## src/rtl/ffa_pkg.sv

```systemverilog
// Shared definitions for the flip-flop array arbiter: default array geometry,
// the access kind driven onto the array, and the round-robin successor function.
package ffa_pkg;

  localparam int FFA_DATA_W = 8;
  localparam int FFA_ADDR_W = 3;

  typedef enum logic [1:0] {
    ACC_IDLE = 2'd0,
    ACC_WR   = 2'd1,
    ACC_RD   = 2'd2
  } ffa_acc_e;

  // Index that gets first priority after idx has been served, wrapping at n.
  function automatic int unsigned rr_next(input int unsigned idx, input int unsigned n);
    return (idx + 1 >= n) ? 0 : idx + 1;
  endfunction

endpackage

```

## src/rtl/ffa_rr_pick.sv

```systemverilog
// Combinational rotate-priority picker: grants the first eligible index found
// searching upward from the pointer, wrapping modulo N. Grant is onehot0.
module ffa_rr_pick #(
  parameter int N     = 2,
  parameter int IDX_W = 1
) (
  input  logic [N-1:0]     i_elig,
  input  logic [IDX_W-1:0] i_ptr,
  output logic [N-1:0]     o_grant,
  output logic [IDX_W-1:0] o_idx,
  output logic             o_any
);

  logic w_found;

  always_comb begin
    // NOTE: every output gets a default before the search so no path leaves one unassigned (no latch).
    o_grant = '0;
    o_idx   = '0;
    w_found = 1'b0;
    // Upper segment [ptr, N-1] first, then the wrapped segment [0, ptr-1].
    for (int j = 0; j < N; j++) begin
      if (!w_found && i_elig[j] && (j >= int'(i_ptr))) begin
        w_found    = 1'b1;
        o_grant[j] = 1'b1;
        o_idx      = IDX_W'(j);
      end
    end
    for (int j = 0; j < N; j++) begin
      if (!w_found && i_elig[j] && (j < int'(i_ptr))) begin
        w_found    = 1'b1;
        o_grant[j] = 1'b1;
        o_idx      = IDX_W'(j);
      end
    end
  end

  assign o_any = w_found;

endmodule

```

## src/rtl/ffa_rr_arbiter.sv

```systemverilog
// Round-robin arbiter sharing one single-port flip-flop register array between
// REQ_N requesters; one access per cycle, reads answered on a registered channel.
module ffa_rr_arbiter
  import ffa_pkg::*;
#(
  parameter int REQ_N  = 2,
  parameter int DATA_W = FFA_DATA_W,
  parameter int ADDR_W = FFA_ADDR_W,
  parameter int ID_W   = 1
) (
  input  logic                    clk,
  input  logic                    resetn,
  input  logic [REQ_N-1:0]        i_req_valid,
  output logic [REQ_N-1:0]        o_req_ready,
  input  logic [REQ_N-1:0]        i_req_wr,
  input  logic [REQ_N*ADDR_W-1:0] i_req_addr,
  input  logic [REQ_N*DATA_W-1:0] i_req_din,
  output logic                    o_rsp_valid,
  input  logic                    i_rsp_ready,
  output logic [ID_W-1:0]         o_rsp_id,
  output logic [DATA_W-1:0]       o_rsp_data,
  output logic                    o_rsp_error,
  output logic [DATA_W-1:0]       o_ffa_din,
  output logic [ADDR_W-1:0]       o_ffa_addr,
  output logic                    o_ffa_wr,
  output logic                    o_ffa_rd,
  input  logic [DATA_W-1:0]       i_ffa_dout,
  input  logic                    i_ffa_error
);

  logic [ID_W-1:0]   r_ptr;
  logic              r_rsp_valid;
  logic [ID_W-1:0]   r_rsp_id;
  logic [DATA_W-1:0] r_rsp_data;
  logic              r_rsp_error;

  logic              w_slot_free;
  logic [REQ_N-1:0]  w_elig;
  logic [REQ_N-1:0]  w_grant;
  logic [ID_W-1:0]   w_idx;
  logic              w_any;
  ffa_acc_e          w_acc;
  logic [ADDR_W-1:0] w_addr;
  logic [DATA_W-1:0] w_din;

  // Writes never need the response slot; reads need it empty or draining now.
  assign w_slot_free = ~r_rsp_valid | i_rsp_ready;
  assign w_elig      = resetn ? (i_req_valid & (i_req_wr | {REQ_N{w_slot_free}})) : '0;

  ffa_rr_pick #(
    .N     (REQ_N),
    .IDX_W (ID_W)
  ) u_pick (
    .i_elig  (w_elig),
    .i_ptr   (r_ptr),
    .o_grant (w_grant),
    .o_idx   (w_idx),
    .o_any   (w_any)
  );

  // Onehot grant mux: address, data and access kind of the winner, zeros when idle.
  always_comb begin
    w_acc  = ACC_IDLE;
    w_addr = '0;
    w_din  = '0;
    for (int i = 0; i < REQ_N; i++) begin
      if (w_grant[i]) begin
        w_addr = i_req_addr[i*ADDR_W +: ADDR_W];
        w_din  = i_req_din[i*DATA_W +: DATA_W];
        w_acc  = i_req_wr[i] ? ACC_WR : ACC_RD;
      end
    end
  end

  assign o_req_ready = w_grant;
  assign o_ffa_addr  = w_addr;
  assign o_ffa_din   = w_din;
  assign o_ffa_wr    = (w_acc == ACC_WR);
  assign o_ffa_rd    = (w_acc == ACC_RD);

  always_ff @(posedge clk) begin
    // NOTE: state registers use non-blocking assignments so every flop samples pre-edge values.
    if (!resetn) begin
      r_ptr <= '0;
    end else if (w_any) begin
      r_ptr <= ID_W'(rr_next(32'(w_idx), REQ_N));
    end
  end

  // Array read data is combinational, so it is captured in the grant cycle itself.
  always_ff @(posedge clk) begin
    if (!resetn) begin
      r_rsp_valid <= 1'b0;
      r_rsp_id    <= '0;
      r_rsp_data  <= '0;
      r_rsp_error <= 1'b0;
    end else if (o_ffa_rd) begin
      r_rsp_valid <= 1'b1;
      r_rsp_id    <= w_idx;
      r_rsp_data  <= i_ffa_dout;
      r_rsp_error <= i_ffa_error;
    end else if (i_rsp_ready) begin
      r_rsp_valid <= 1'b0;
    end
  end

  assign o_rsp_valid = r_rsp_valid;
  assign o_rsp_id    = r_rsp_id;
  assign o_rsp_data  = r_rsp_data;
  assign o_rsp_error = r_rsp_error;

endmodule
```

## config.mk

```make
export PLATFORM = sky130hd
export DESIGN_NAME = ffa_rr_arbiter
export DESIGN_NICKNAME = d
export VERILOG_FILES = /design/src/rtl/ffa_pkg.sv /design/src/rtl/ffa_rr_pick.sv /design/src/rtl/ffa_rr_arbiter.sv
export SDC_FILE = /design/constraint.sdc
export NUM_CORES = 1
export LEC_CHECK = 0
export ABC_AREA = 0
export BUFFER_PORTS_ARGS = -buffer_cell sky130_fd_sc_hd__buf_2
export CAP_MARGIN = 20
export CORE_ASPECT_RATIO = 0.9
export CORE_UTILIZATION = 35
export DETAILED_ROUTE_END_ITERATION = 10
export PLACE_DENSITY_LB_ADDON = 0.25
export SYNTH_ARGS = -nofsm -noshare
export SYNTH_HDL_FRONTEND = slang
export SYNTH_SLANG_ARGS = --single-unit
```

## constraint.sdc

```tcl
create_clock -name clk -period 1.6 [get_ports clk]
set_input_delay 0.24 -clock clk [delete_from_list [all_inputs] [get_ports clk]]
set_output_delay 0.24 -clock clk [all_outputs]
set_load 0.005 [all_outputs]
```

Word level (Yosys, flattened, before mapping)
Cells that the tools add are included.

Register bits: 12. Bits of input ports: 38. Output and inout bits: 26. Logic and storage cells: 40.

Add/sub/neg operators: 1. Order comparisons: 3. Eq/ne operators: 2. Mux-type cells: 18. Bitwise operators: 4. Reductions and logical operators: 7.

Operator list (count): $mux W8 (2); $mux W2 (5); $mux W1 (9); $mux W3 (2); $logic_and A1 B1 Y1 (4); $add A1 B1 Y2 const B (1); $and A2 B2 Y2 (1); $eq A2 B1 Y1 const B (1); $eq A2 B2 Y1 const B (1); $ge A2 B2 Y1 const B (1); $logic_not A1 Y1 (2); $or A2 B2 Y2 (1); $reduce_bool A2 Y1 (1); $ge A1 B1 Y1 const A (1); $lt A1 B1 Y1 const A (1); $not A1 Y1 (1); $or A1 B1 Y1 (1).

Logic depth before layout (Yosys ltp)
Depth after elaboration: 18. Depth in mapped cells: 5.

Modules after synthesis
From an unflattened synthesis, not the netlist that was laid out.

Cell total of the unflattened synthesis: 83. Area total of the unflattened synthesis: 689.4 sq um.

Modules (own cells, without submodules): ffa_rr_arbiter (instances 1, cells each 78, area an instance 656.9 sq um, sequential area each 240.2 sq um); ffa_rr_pick (instances 1, cells each 5, area an instance 32.5 sq um, sequential area each 0.0 sq um).

Worst setup path after synthesis
OpenSTA, ideal clock, no wires.

Kind: register to output. Start point: register r_rsp_valid, in the netlist o_rsp_valid. End point: output o_ffa_addr[0]. Arrival time: 1.185 ns. Data required time: 1.360 ns. Path slack: 0.175 ns. Cell stages (with the launch flop): 6. Buffers on the path: 1. Cells stage by stage: dfxtp_1 > nor3b_2 > o311ai_2 > nor2_2 > buf_6 > a22o_1.

Elaborated cells between the ends (all ways): 17.

RTL lines: from (decl) (RTL line ffa_rr_arbiter.sv:32) `logic r_rsp_valid;`; from (signal assigned) (RTL line ffa_rr_arbiter.sv:93) `r_rsp_valid <= 1'b0;`; from (signal assigned) (RTL line ffa_rr_arbiter.sv:98) `r_rsp_valid <= 1'b1;`; from (signal assigned) (RTL line ffa_rr_arbiter.sv:103) `r_rsp_valid <= 1'b0;`; $not A1 Y1 * (RTL line ffa_rr_arbiter.sv:47) `assign w_slot_free = ~r_rsp_valid | i_rsp_ready;`; $or A1 B1 Y1 * (RTL line ffa_rr_arbiter.sv:47); $or A2 B2 Y2 * (RTL line ffa_rr_arbiter.sv:48) `assign w_elig = resetn ? (i_req_valid & (i_req_wr | {REQ_N{w_slot_free}})) : '0;`; $and A2 B2 Y2 * (RTL line ffa_rr_arbiter.sv:48); $mux W2 * (RTL line ffa_rr_arbiter.sv:48); $logic_and A1 B1 Y1 (RTL line ffa_rr_pick.sv:23) `if (!w_found && i_elig[j] && (j >= int'(i_ptr))) begin`; $mux W1 (RTL line ffa_rr_pick.sv:23); $logic_not A1 Y1 (RTL line ffa_rr_pick.sv:23); $logic_and A1 B1 Y1 * (RTL line ffa_rr_pick.sv:23); $mux W1 * (RTL line ffa_rr_pick.sv:23); via o_req_ready[1] (RTL line ffa_rr_arbiter.sv:14) `output logic [REQ_N-1:0] o_req_ready,`; $mux W3 * (RTL line ffa_rr_arbiter.sv:67) `if (w_grant[i]) begin`; to (decl) (RTL line ffa_rr_arbiter.sv:24) `output logic [ADDR_W-1:0] o_ffa_addr,`.

The timed path passes the listed nets; every way through them passes the cells marked *.

Worst setup path after layout
Start point: register r_rsp_valid, in the netlist o_rsp_valid. End point: output o_ffa_din[5].

Word-level cells in the longest chain between the ends: 16. Elaborated cells between the ends (all ways): 17.

RTL lines: $not A1 Y1 * (RTL line ffa_rr_arbiter.sv:47); $or A1 B1 Y1 * (RTL line ffa_rr_arbiter.sv:47); $or A2 B2 Y2 * (RTL line ffa_rr_arbiter.sv:48); $and A2 B2 Y2 * (RTL line ffa_rr_arbiter.sv:48); $mux W2 * (RTL line ffa_rr_arbiter.sv:48); $logic_and A1 B1 Y1 (RTL line ffa_rr_pick.sv:23); $mux W1 (RTL line ffa_rr_pick.sv:23); $logic_not A1 Y1 (RTL line ffa_rr_pick.sv:23); $logic_and A1 B1 Y1 (RTL line ffa_rr_pick.sv:23); $mux W1 (RTL line ffa_rr_pick.sv:23); $logic_not A1 Y1 (RTL line ffa_rr_pick.sv:30) `if (!w_found && i_elig[j] && (j < int'(i_ptr))) begin`; $logic_and A1 B1 Y1 (2 in a row) (RTL line ffa_rr_pick.sv:30); $mux W1 (RTL line ffa_rr_pick.sv:30); $mux W8 (RTL line ffa_rr_arbiter.sv:67); $mux W8 * (RTL line ffa_rr_arbiter.sv:67); to (decl) (RTL line ffa_rr_arbiter.sv:23) `output logic [DATA_W-1:0] o_ffa_din,`.

Mark *: on every way between the ends. The rest lies on a longest branch, timed or not.

==> results by group <==
Outcome
  – Outcome: finished with violations
  – Failing checks: negative setup slack

Final layout
  – Final Util: 65.00%
  – Fin area: 1139 µm²
  – Finished Layout Cells: 172
  – Share of cells above drive strength 1: 57.43%
  – Area Growth Syn to Fin: 67.90%
  – Diode count: 0
  – Post-layout nets: 188

Hold path
  – Hold Path Class: input port to flop

Setup path
  – Critical Path Sink Type: output port
  – Worst Path Max Fanout: 6
  – Arrival time at the worst endpoint: 1.57 ns
  – Critical Path Source Type: flop
  – Crit Path Category: flop to output port
  – Critical Path RT: 1.36 ns

Synth
  – Most frequent cells after synthesis: nand2_1 (20), dfxtp_1 (12), a22o_1 (11)
  – Yosys top cell area share: 35.42%
  – Top cells by area, synth: dfxtp_1 (35%), a22o_1 (14%), mux2i_1 (13%)
  – Asr flop ratio synth: 0%
  – Cell with the most instances after synthesis: nand2_1
  – Distinct cell type count after synthesis: 23
  – Cell type with the largest total area after synthesis: dfxtp_1
  – Most used DFF post-synth: dfxtp_1
  – Syn avg cell area: 8.807 µm²
  – Synthesized instance count: 77
  – Syn_nets: 115
  – Synth Warn #: 0
  – Sequential share of the synthesized area: 35.42%
  – Flops & latches, synth: 12
  – Number of synthesized flops with an enable pin: 0
  – Post-synthesis cell area: 678.2 µm²

Timing
  – Final worst path period share: 113.2%
  – Setup violators final: 15
  – Final Hold Viols: 0
  – FMAX: 552.2 MHz
  – Slew headroom: 74.29%
  – Worst-Margin Slew: 0.3847 ns
  – RSZ-0062 raised after global routing: yes
  – Slew Viols, Final: 0
  – Clk_skew: 0.003715 ns
  – Tmin final: 1.811 ns
  – Setup WS post-layout: -0.2109 ns

Route
  – Routed wire length per instance: 12.71 µm
  – Drt via density: 4.884
  – # DRC: 0
  – First-pass iteration count of the detailed router: 4
  – Vias post-DR: 840
  – Final ANT Viol Nets: 0
  – WL final: 2.186 mm
  – DRT iter0 DRCs: 9

Die
  – Die Area: 2118 µm²
  – Rows: 14
  – Core region area: 1752 µm²
  – Initial Util: 38.71%
  – Chip width: 48.40 µm
  – I/O Pins: 64
  – Die height: 43.76 µm

Global routing
  – Vias in the first global route: 861
  – GR Util All Layers: 21.42%
  – Largest net degree at the start of global routing: 15
  – First-pass GRT wire length: 3.546 mm
  – Total congestion overflow: 0
  – Initial antenna violation count: 0

Placed design
  – Dpl cells: 164
  – Count of input and output buffers: 63
  – DP Area: 1040 µm²
  – Pre-CTS WS: 0.02687 ns
  – Global placement routability congestion: 0.7569
  – Post-DP HPWL: 1.633 mm

Power
  – Peak supply drop: 0.4095 mV
  – Total design power: 0.7583 mW
  – Pwr dens: 666.0 nW/µm²
  – Pleak: 0.6150 nW

Clock tree
  – Worst-path clk slew: 0.07 ns
  – Clk buf depth: 2
  – Worst-Skew Late Latency: 0.26 ns
  – TritonCTS clock tree: yes
  – # hold bufs at CTS: 0
  – Clock H-tree levels: 1
  – Clock root buffer: clkbuf_4
  – Inserted Clock Buffers: 3
  – # clock sinks: 12

Run
  – Max Cap Viol: 0
## flip-flops by register name, indices dropped and copies added, names as in the netlist
register	count
o_rsp_id	1
o_rsp_data	8
o_rsp_valid	1
r_ptr	1
o_rsp_error	1
## worst max-delay path: stages (launching register included)
cell	delay, ns
dfxtp_2	0.34
nor3b_4	0.16
o311ai_4	0.35
nor2_4	0.10
a22o_1	0.23
buf_2	0.12
## cells by family (layout without fill, tap and decap cells)
family	count (synthesis)	count (layout)	synth area share, %
simple gates	31	32	22.33
buf+inv	7	77	6.087
compound gates	18	18	22.88
mux	9	9	13.28
flops	12	12	35.42
## per-stage QoR
| step | setup TNS (ns) | hold WS (ns) |
|---|---|---|
| finish | -2.531 | 0.2193 |
| CTS | -2.570 | 0.2089 |
| global placement | 0 | 0.4397 |
| detailed placement | 0 | 0.4433 |
| floorplan | 0 | 0.3821 |
| global route | -3.575 | 0.2174 |
## area by class of cell
type | count | area, µm²
clock buffer | 3 | 22.52
timing repair buffer | 72 | 396.6
inverter | 2 | 7.507
sequential | 12 | 242.7
fill | 152 | 613.1
tap | 24 | 30.03
multi-input combinational | 59 | 439.2
## repair_timing
| item | CTS | global route |
|---|---|---|
| pin swaps | 14 | 3 |
| cloned | 1 | 0 |
| buffers inserted | 3 | 2 |
| gates resized for setup | 10 | 1 |
| endpoints found under the setup margin | 13 | 15 |
## where the power goes
group,switching (mW),internal (mW),total [mW]
logic,0.108,0.134,0.242
clock network,0.0931,0.0869,0.180
registers,0.0143,0.322,0.337
total,0.216,0.543,0.758
## placed cells by master (no fill, tap or decap), types with 2 or more instances in the layout
cell	n
nor2_1	4
mux2i_1	9
nor3b_4	2
clkbuf_4	3
a22o_1	11
nand2_1	20
nor2_4	2
buf_2	62
dfxtp_1	10
buf_4	7
dfxtp_2	2
buf_6	3
## per-layer routing
metal | vias up | part of all wire, % | global-route usage (%) | wire (µm)
li1 | 421 | - | - | -
met1 | 374 | 37 | 19.62 | 800
met2 | 43 | 55 | 44.79 | 1207
met3 | 2 | 7.0 | 4.912 | 154
met4 | 0 | 1.1 | 10.59 | 24
met5 | - | 0 | 0 | 0
## final timing paths
kind	startpoint	end	slack, ns	cells after the start
worst max register to register	o_rsp_valid$_SDFFE_PN0P_	o_rsp_data[4]$_SDFFE_PN0N_	0.25	5
worst max-delay path	o_rsp_valid$_SDFFE_PN0P_	o_ffa_din[5]	-0.21	5
worst min-delay path	i_ffa_dout[7]	o_rsp_data[7]$_SDFFE_PN0N_	0.22	3
worst min register to register	o_rsp_data[5]$_SDFFE_PN0N_	o_rsp_data[5]$_SDFFE_PN0N_	0.46	2
(Power assumes the default switching activity.)
